==> src/rtl/mem_arbiter.sv <==
// Two-port memory arbiter: a CPU port (A) and a video/DMA port (B) share one
// memory sequencer. One access at a time, every output registered, a dead
// RELEASE cycle between accesses, and an abort path if the sequencer never
// answers.
module mem_arbiter #(
    parameter int ROUND_ROBIN = 1,
    parameter int TIMEOUT     = 15
) (
    input  logic        clk,
    input  logic        rst,
    input  logic [15:0] a_addr,
    input  logic [15:0] a_data_in,
    input  logic        a_read_en,
    input  logic        a_write_en,
    output logic [15:0] a_data_out,
    output logic        a_done,
    input  logic [15:0] b_addr,
    input  logic [15:0] b_data_in,
    input  logic        b_read_en,
    input  logic        b_write_en,
    output logic [15:0] b_data_out,
    output logic        b_done,
    output logic [15:0] mem_addr,
    output logic [15:0] mem_data_in,
    output logic        mem_read_en,
    output logic        mem_write_en,
    input  logic [15:0] mem_data_out,
    input  logic        mem_done,
    output logic        busy,
    output logic        grant_b,
    output logic        timeout_err
);

    typedef enum logic [1:0] {
        IDLE    = 2'd0,
        GRANT_A = 2'd1,
        GRANT_B = 2'd2,
        RELEASE = 2'd3
    } state_e;

    localparam logic [7:0] TIMEOUT_CNT = 8'(TIMEOUT);
    localparam logic [7:0] CNT_MAX     = 8'hFF;

    state_e      state_q, state_d;
    logic [7:0]  cnt_q, cnt_d;
    logic        last_b_q, last_b_d;       // 1 = port B won the most recent grant
    logic [15:0] mem_addr_q, mem_addr_d;
    logic [15:0] mem_data_in_q, mem_data_in_d;
    logic        mem_read_en_q, mem_read_en_d;
    logic        mem_write_en_q, mem_write_en_d;
    logic [15:0] a_data_out_q, a_data_out_d;
    logic [15:0] b_data_out_q, b_data_out_d;
    logic        a_done_q, a_done_d;
    logic        b_done_q, b_done_d;
    logic        busy_q, busy_d;
    logic        grant_b_q, grant_b_d;
    logic        timeout_err_q, timeout_err_d;

    logic        a_req;
    logic        b_req;
    logic        pick_b;

    // Decode requests and choose the winner should IDLE see them this cycle.
    always_comb begin
        a_req  = a_read_en | a_write_en;
        b_req  = b_read_en | b_write_en;
        pick_b = 1'b0;
        if (a_req && b_req) begin
            if (ROUND_ROBIN != 0) begin
                pick_b = ~last_b_q;
            end else begin
                pick_b = 1'b0;
            end
        end else if (b_req) begin
            pick_b = 1'b1;
        end else begin
            pick_b = 1'b0;
        end
    end

    // Next-state and next-output logic for the arbitration FSM.
    always_comb begin
        state_d        = state_q;
        cnt_d          = cnt_q;
        last_b_d       = last_b_q;
        mem_addr_d     = mem_addr_q;
        mem_data_in_d  = mem_data_in_q;
        mem_read_en_d  = mem_read_en_q;
        mem_write_en_d = mem_write_en_q;
        a_data_out_d   = a_data_out_q;
        b_data_out_d   = b_data_out_q;
        a_done_d       = 1'b0;
        b_done_d       = 1'b0;
        timeout_err_d  = timeout_err_q;

        case (state_q)
            IDLE: begin
                mem_read_en_d  = 1'b0;
                mem_write_en_d = 1'b0;
                if (a_req || b_req) begin
                    state_d  = pick_b ? GRANT_B : GRANT_A;
                    last_b_d = pick_b;
                    cnt_d    = 8'd0;
                    // A read wins when both enables are high on one port.
                    if (pick_b) begin
                        mem_addr_d     = b_addr;
                        mem_data_in_d  = b_data_in;
                        mem_read_en_d  = b_read_en;
                        mem_write_en_d = ~b_read_en;
                    end else begin
                        mem_addr_d     = a_addr;
                        mem_data_in_d  = a_data_in;
                        mem_read_en_d  = a_read_en;
                        mem_write_en_d = ~a_read_en;
                    end
                end else begin
                    state_d = IDLE;
                end
            end

            GRANT_A, GRANT_B: begin
                if (cnt_q == CNT_MAX) begin
                    cnt_d = cnt_q;
                end else begin
                    cnt_d = cnt_q + 8'd1;
                end
                if (mem_done) begin
                    mem_read_en_d  = 1'b0;
                    mem_write_en_d = 1'b0;
                    state_d        = RELEASE;
                    if (state_q == GRANT_B) begin
                        b_done_d = 1'b1;
                        if (mem_read_en_q) begin
                            b_data_out_d = mem_data_out;
                        end else begin
                            b_data_out_d = b_data_out_q;
                        end
                    end else begin
                        a_done_d = 1'b1;
                        if (mem_read_en_q) begin
                            a_data_out_d = mem_data_out;
                        end else begin
                            a_data_out_d = a_data_out_q;
                        end
                    end
                end else if (cnt_q == TIMEOUT_CNT) begin
                    // Abort: complete the handshake but keep the old read data.
                    mem_read_en_d  = 1'b0;
                    mem_write_en_d = 1'b0;
                    timeout_err_d  = 1'b1;
                    state_d        = RELEASE;
                    if (state_q == GRANT_B) begin
                        b_done_d = 1'b1;
                    end else begin
                        a_done_d = 1'b1;
                    end
                end else begin
                    state_d = state_q;
                end
            end

            RELEASE: begin
                mem_read_en_d  = 1'b0;
                mem_write_en_d = 1'b0;
                state_d        = IDLE;
            end

            default: begin
                mem_read_en_d  = 1'b0;
                mem_write_en_d = 1'b0;
                state_d        = IDLE;
            end
        endcase

        busy_d    = (state_d != IDLE);
        grant_b_d = (state_d == GRANT_B);
    end

    // State and output registers with synchronous reset.
    always_ff @(posedge clk) begin
        if (rst) begin
            state_q        <= IDLE;
            cnt_q          <= 8'd0;
            last_b_q       <= 1'b1;
            mem_addr_q     <= 16'h0000;
            mem_data_in_q  <= 16'h0000;
            mem_read_en_q  <= 1'b0;
            mem_write_en_q <= 1'b0;
            a_data_out_q   <= 16'h0000;
            b_data_out_q   <= 16'h0000;
            a_done_q       <= 1'b0;
            b_done_q       <= 1'b0;
            busy_q         <= 1'b0;
            grant_b_q      <= 1'b0;
            timeout_err_q  <= 1'b0;
        end else begin
            state_q        <= state_d;
            cnt_q          <= cnt_d;
            last_b_q       <= last_b_d;
            mem_addr_q     <= mem_addr_d;
            mem_data_in_q  <= mem_data_in_d;
            mem_read_en_q  <= mem_read_en_d;
            mem_write_en_q <= mem_write_en_d;
            a_data_out_q   <= a_data_out_d;
            b_data_out_q   <= b_data_out_d;
            a_done_q       <= a_done_d;
            b_done_q       <= b_done_d;
            busy_q         <= busy_d;
            grant_b_q      <= grant_b_d;
            timeout_err_q  <= timeout_err_d;
        end
    end

    assign a_data_out   = a_data_out_q;
    assign a_done       = a_done_q;
    assign b_data_out   = b_data_out_q;
    assign b_done       = b_done_q;
    assign mem_addr     = mem_addr_q;
    assign mem_data_in  = mem_data_in_q;
    assign mem_read_en  = mem_read_en_q;
    assign mem_write_en = mem_write_en_q;
    assign busy         = busy_q;
    assign grant_b      = grant_b_q;
    assign timeout_err  = timeout_err_q;

endmodule

==> config.mk <==
export PLATFORM = sky130hd
export DESIGN_NAME = mem_arbiter
export DESIGN_NICKNAME = d
export VERILOG_FILES = /design/src/rtl/mem_arbiter.sv
export SDC_FILE = /design/constraint.sdc
export NUM_CORES = 1
export LEC_CHECK = 0
export ABC_AREA = 1
export BUFFER_PORTS_ARGS = -buffer_cell sky130_fd_sc_hd__buf_4
export CAP_MARGIN = 0
export CORE_MARGIN = 2
export CORE_UTILIZATION = 40
export CTS_CLUSTER_DIAMETER = 120
export DETAILED_ROUTE_END_ITERATION = 12
export GPL_TIMING_DRIVEN = 0
export PLACE_DENSITY = 0.81
export RECOVER_POWER = 25
export SLEW_MARGIN = 20
export SYNTH_ARGS = -nofsm -noshare
export SYNTH_HDL_FRONTEND = slang
export SYNTH_SLANG_ARGS = --single-unit
==> constraint.sdc <==
create_clock -name clk -period 2.1 [get_ports clk]
set_clock_uncertainty 0.1 [all_clocks]
set_input_delay 0.21 -clock clk [delete_from_list [all_inputs] [get_ports clk]]
set_output_delay 0.21 -clock clk [all_outputs]
set_load 0.005 [all_outputs]
==> metrics.txt <==
r2r startpoint state_q[1]$_SDFF_PP0_; synthesis-to-finish area growth 40.8%; routed vias/inst 4.94; GR Util All Layers 0.200; Chip Height 101 um; Multi-input gate area 1640 sq um; Final TNS setup 0 ps; Slew @ Worst Pin 475 ps; Synth area leaders dfxtp_1 44%, a21oi_1 9.2%, inv_1 7.9%; vias 3851; Sw Share 0.312; peak supply drop ~470 uV; Slew HR 0.683; Startpoint Class flip-flop; Final Wtd Congestion 0.862; Slowest-stage cell, CP ha_1; final hold violation count 0; RSZ-0062 raised after global routing no; post-CTS setup buffer count 0; CP endpoint cnt_q[6]$_SDFFE_PP0P_; dpl cells ~760; vias in the first global route 3679; max incr delay on CP 400 ps; num ports 158; die area 10200 sq um; Flop pwr share 0.407; clk sink count 82; hpwl dp 8210 um; first-pass GRT wire length 16500 um; Clk pwr share 0.286; remaining global-route overflow 0; period utilization 0.867; min cycle time layout 1820 ps; setup ws final 280 ps; Reg area approximately 1600 sq um; setup violators final 0; top cell type's share of synthesized area 0.437; Critical Path, Cell by Cell inv_1, ha_1, inv_1, nor2_1, nand2_1, a21oi_2; WP data required roughly 2300 ps; Syn Area/Cell between 7 and 8 sq um; total CTS buffers 9; Hold Path Depth 2; Routed WL 10600 um; Post-Synthesis Cell Area between 3000 and 4000 sq um; Reg2Reg Setup Slack around 280 ps; Comb pwr share 0.307; share of layout cells above drive strength 1 0.310; clock slew at reported path FFs 90 ps; hold-fix buffer count after cts 0; WP data arrival 2000 ps; Cells after Synth 496; status finished clean; HP Class input pin to flip-flop; P_leak 0.00263 uW; DR DRC count 0; PortBufs 156; Final Slew Violations 0; CP endpoint kind flip-flop; Crit Path Class flip-flop to flip-flop; antenna violations before repair 0; fmax roughly 550 MHz; leading area contributor after synthesis dfxtp_1; Layout Cells excl Fill 779; CTS H-tree depth 3; starting density of the core 0.408; largest net degree at the start of global routing 15; First-pass DRT Iterations 4; r2r worst-path depth 6; most used cell, CP inv_1; clock tree root buffer cell clkbuf_8; Clock Tree Buf Depth 2; DR iter-0 viols 210; CTS tree built; Synth cell types 29; syn_nets 590; Critical path origin state_q[1]$_SDFF_PP0_; # fillers about 850; Switch Pwr 1450 uW; worst skew pair latency approximately 340 ps; register area share after synthesis 0.437; DIE WIDTH 101 um; Post-DRT Antenna Nets 0; WL/cell 13.5 um; internal power 3190 uW; crit path max fanout 6; Max-Cap Viols 0; PD cells approximately 900 nW/um^2; total core area a little over 9000 sq um; reg-to-reg endpoint cnt_q[6]$_SDFFE_PP0P_; Layout Nets 757; Synth Register Bits 82; Synthesis Warnings 0; min-delay src rst; n_diodes 0; count of cells resized by post-cts repair 0; pre-CTS setup slack 280 ps; std cell rows 35
## through the flow
step	area [sq um]	power [uW]	hold WS, ps	utilization
6_report	5290	4640	30.1	0.575
5_1_grt	5290	4920	34.5	0.575
4_1_cts	5300	4700	19.5	0.577
3_5_place_dp	5070	3370	337	0.551
3_3_place_gp	5070	3310	332	0.551
2_1_floorplan	3760	2720	302	-
## worst max-delay path: cells and delay by family (launching register included)
kind | cells | cell delay, ps
buffers and inverters | 2 | 250
adders and majority gates | 1 | 400
DFF | 1 | 390
AOI/OAI and AO/OA | 1 | 140
and+or+nand+nor | 2 | 490
## registers in the layout (all words and copies together) (netlist names), 2 cells and up
signal	flops
state_q	2
mem_data_in	16
b_data_out	16
mem_addr	16
a_data_out	16
cnt_q	8
## logic make-up (layout without fill, tap and decap cells)
family	after synthesis	count (layout)	share of synthesized area
flip-flops	82	82	0.437
AND/OR/NAND/NOR	125	125	0.158
AO/OA/AOI/OAI	172	172	0.255
buffers and inverters	110	282	0.127
adder cells (fa/ha/maj)	7	7	0.0233
## synth_stat cells
| cell type | count |
|---|---|
| o21ai_2 | 1 |
| buf_2 | 11 |
| nor2_2 | 2 |
| nor2_4 | 1 |
| nand2_4 | 4 |
| nand3_1 | 15 |
| nand2_1 | 73 |
| nor3_1 | 1 |
| inv_2 | 4 |
| inv_4 | 1 |
| ha_1 | 7 |
| buf_6 | 6 |
| nand2_2 | 3 |
| a21boi_0 | 1 |
| clkbuf_1 | 8 |
| a21oi_1 | 69 |
| buf_4 | 1 |
| nand4_1 | 2 |
| o211ai_1 | 1 |
| o21ai_1 | 33 |
| nor2_8 | 1 |
| a21o_1 | 32 |
| nor2_1 | 20 |
| a21oi_2 | 2 |
| o21ai_0 | 33 |
| dfxtp_1 | 82 |
| inv_1 | 79 |
| nor3b_1 | 1 |
| nand3_4 | 2 |
## power by group through the flow
stage | Combinational (uW) | Clock (uW) | Sequential (uW)
CTS | 1450 | 1360 | 1890
detailed placement | 1440 | 0 | 1930
floorplan | 797 | 0 | 1930
finish | 1420 | 1330 | 1890
global route | 1590 | 1420 | 1910
global placement | 1400 | 0 | 1910
## area by class of cell
class,count,share of cell area
Buffer,26,0.0303
Sequential cell,82,0.310
Multi-Input combinational cell,304,0.310
Timing Repair Buffer,156,0.219
Clock buffer,11,0.0286
Tap cell,111,0.0263
Inverter,84,0.0601
Clock inverter,5,0.0161
## cells in the final DEF, fill, tap and decap left out
master | netlist | layout
o211ai_1 | 1 | 1
ha_1 | 7 | 7
nor2_2 | 2 | 2
bufinv_16 | 0 | 2
inv_4 | 1 | 1
clkbuf_4 | 0 | 34
nor3_1 | 1 | 1
inv_6 | 0 | 1
inv_1 | 79 | 79
a21o_1 | 32 | 32
nand2_4 | 4 | 4
o21ai_0 | 33 | 33
nand3_4 | 2 | 2
nand3_1 | 15 | 15
o21ai_1 | 33 | 33
clkinv_4 | 0 | 1
buf_2 | 11 | 11
a21boi_0 | 1 | 1
nor2_8 | 1 | 1
dfxtp_1 | 82 | 82
clkbuf_8 | 0 | 11
a21oi_1 | 69 | 69
inv_2 | 4 | 4
clkinvlp_4 | 0 | 1
nor3b_1 | 1 | 1
nand2_2 | 3 | 3
o21ai_2 | 1 | 1
nand2_1 | 73 | 73
clkbuf_1 | 8 | 12
buf_6 | 6 | 6
buf_4 | 1 | 119
a21oi_2 | 2 | 2
nor2_4 | 1 | 1
nor2_1 | 20 | 20
nand4_1 | 2 | 2
## how the worst min path moves through the flow
| stage | to |
|---|---|
| floorplan | a_data_out[0]$_SDFFE_PP0P_ |
| global placement | b_data_out[3]$_SDFFE_PP0P_ |
| detailed placement | b_data_out[15]$_SDFFE_PP0P_ |
| CTS | cnt_q[2]$_SDFFE_PP0P_ |
| global route | cnt_q[3]$_SDFFE_PP0P_ |
| finish | cnt_q[2]$_SDFFE_PP0P_ |
## routing by layer
metal,track usage,vias to the layer above,wire length [um]
met5,0,-,0
met4,0.0655,0,250
met3,0.0472,30,723
met2,0.349,153,5150
met1,0.243,1730,4430
li1,-,1938,-
No activity file was read; power rests on OpenSTA's default activity.
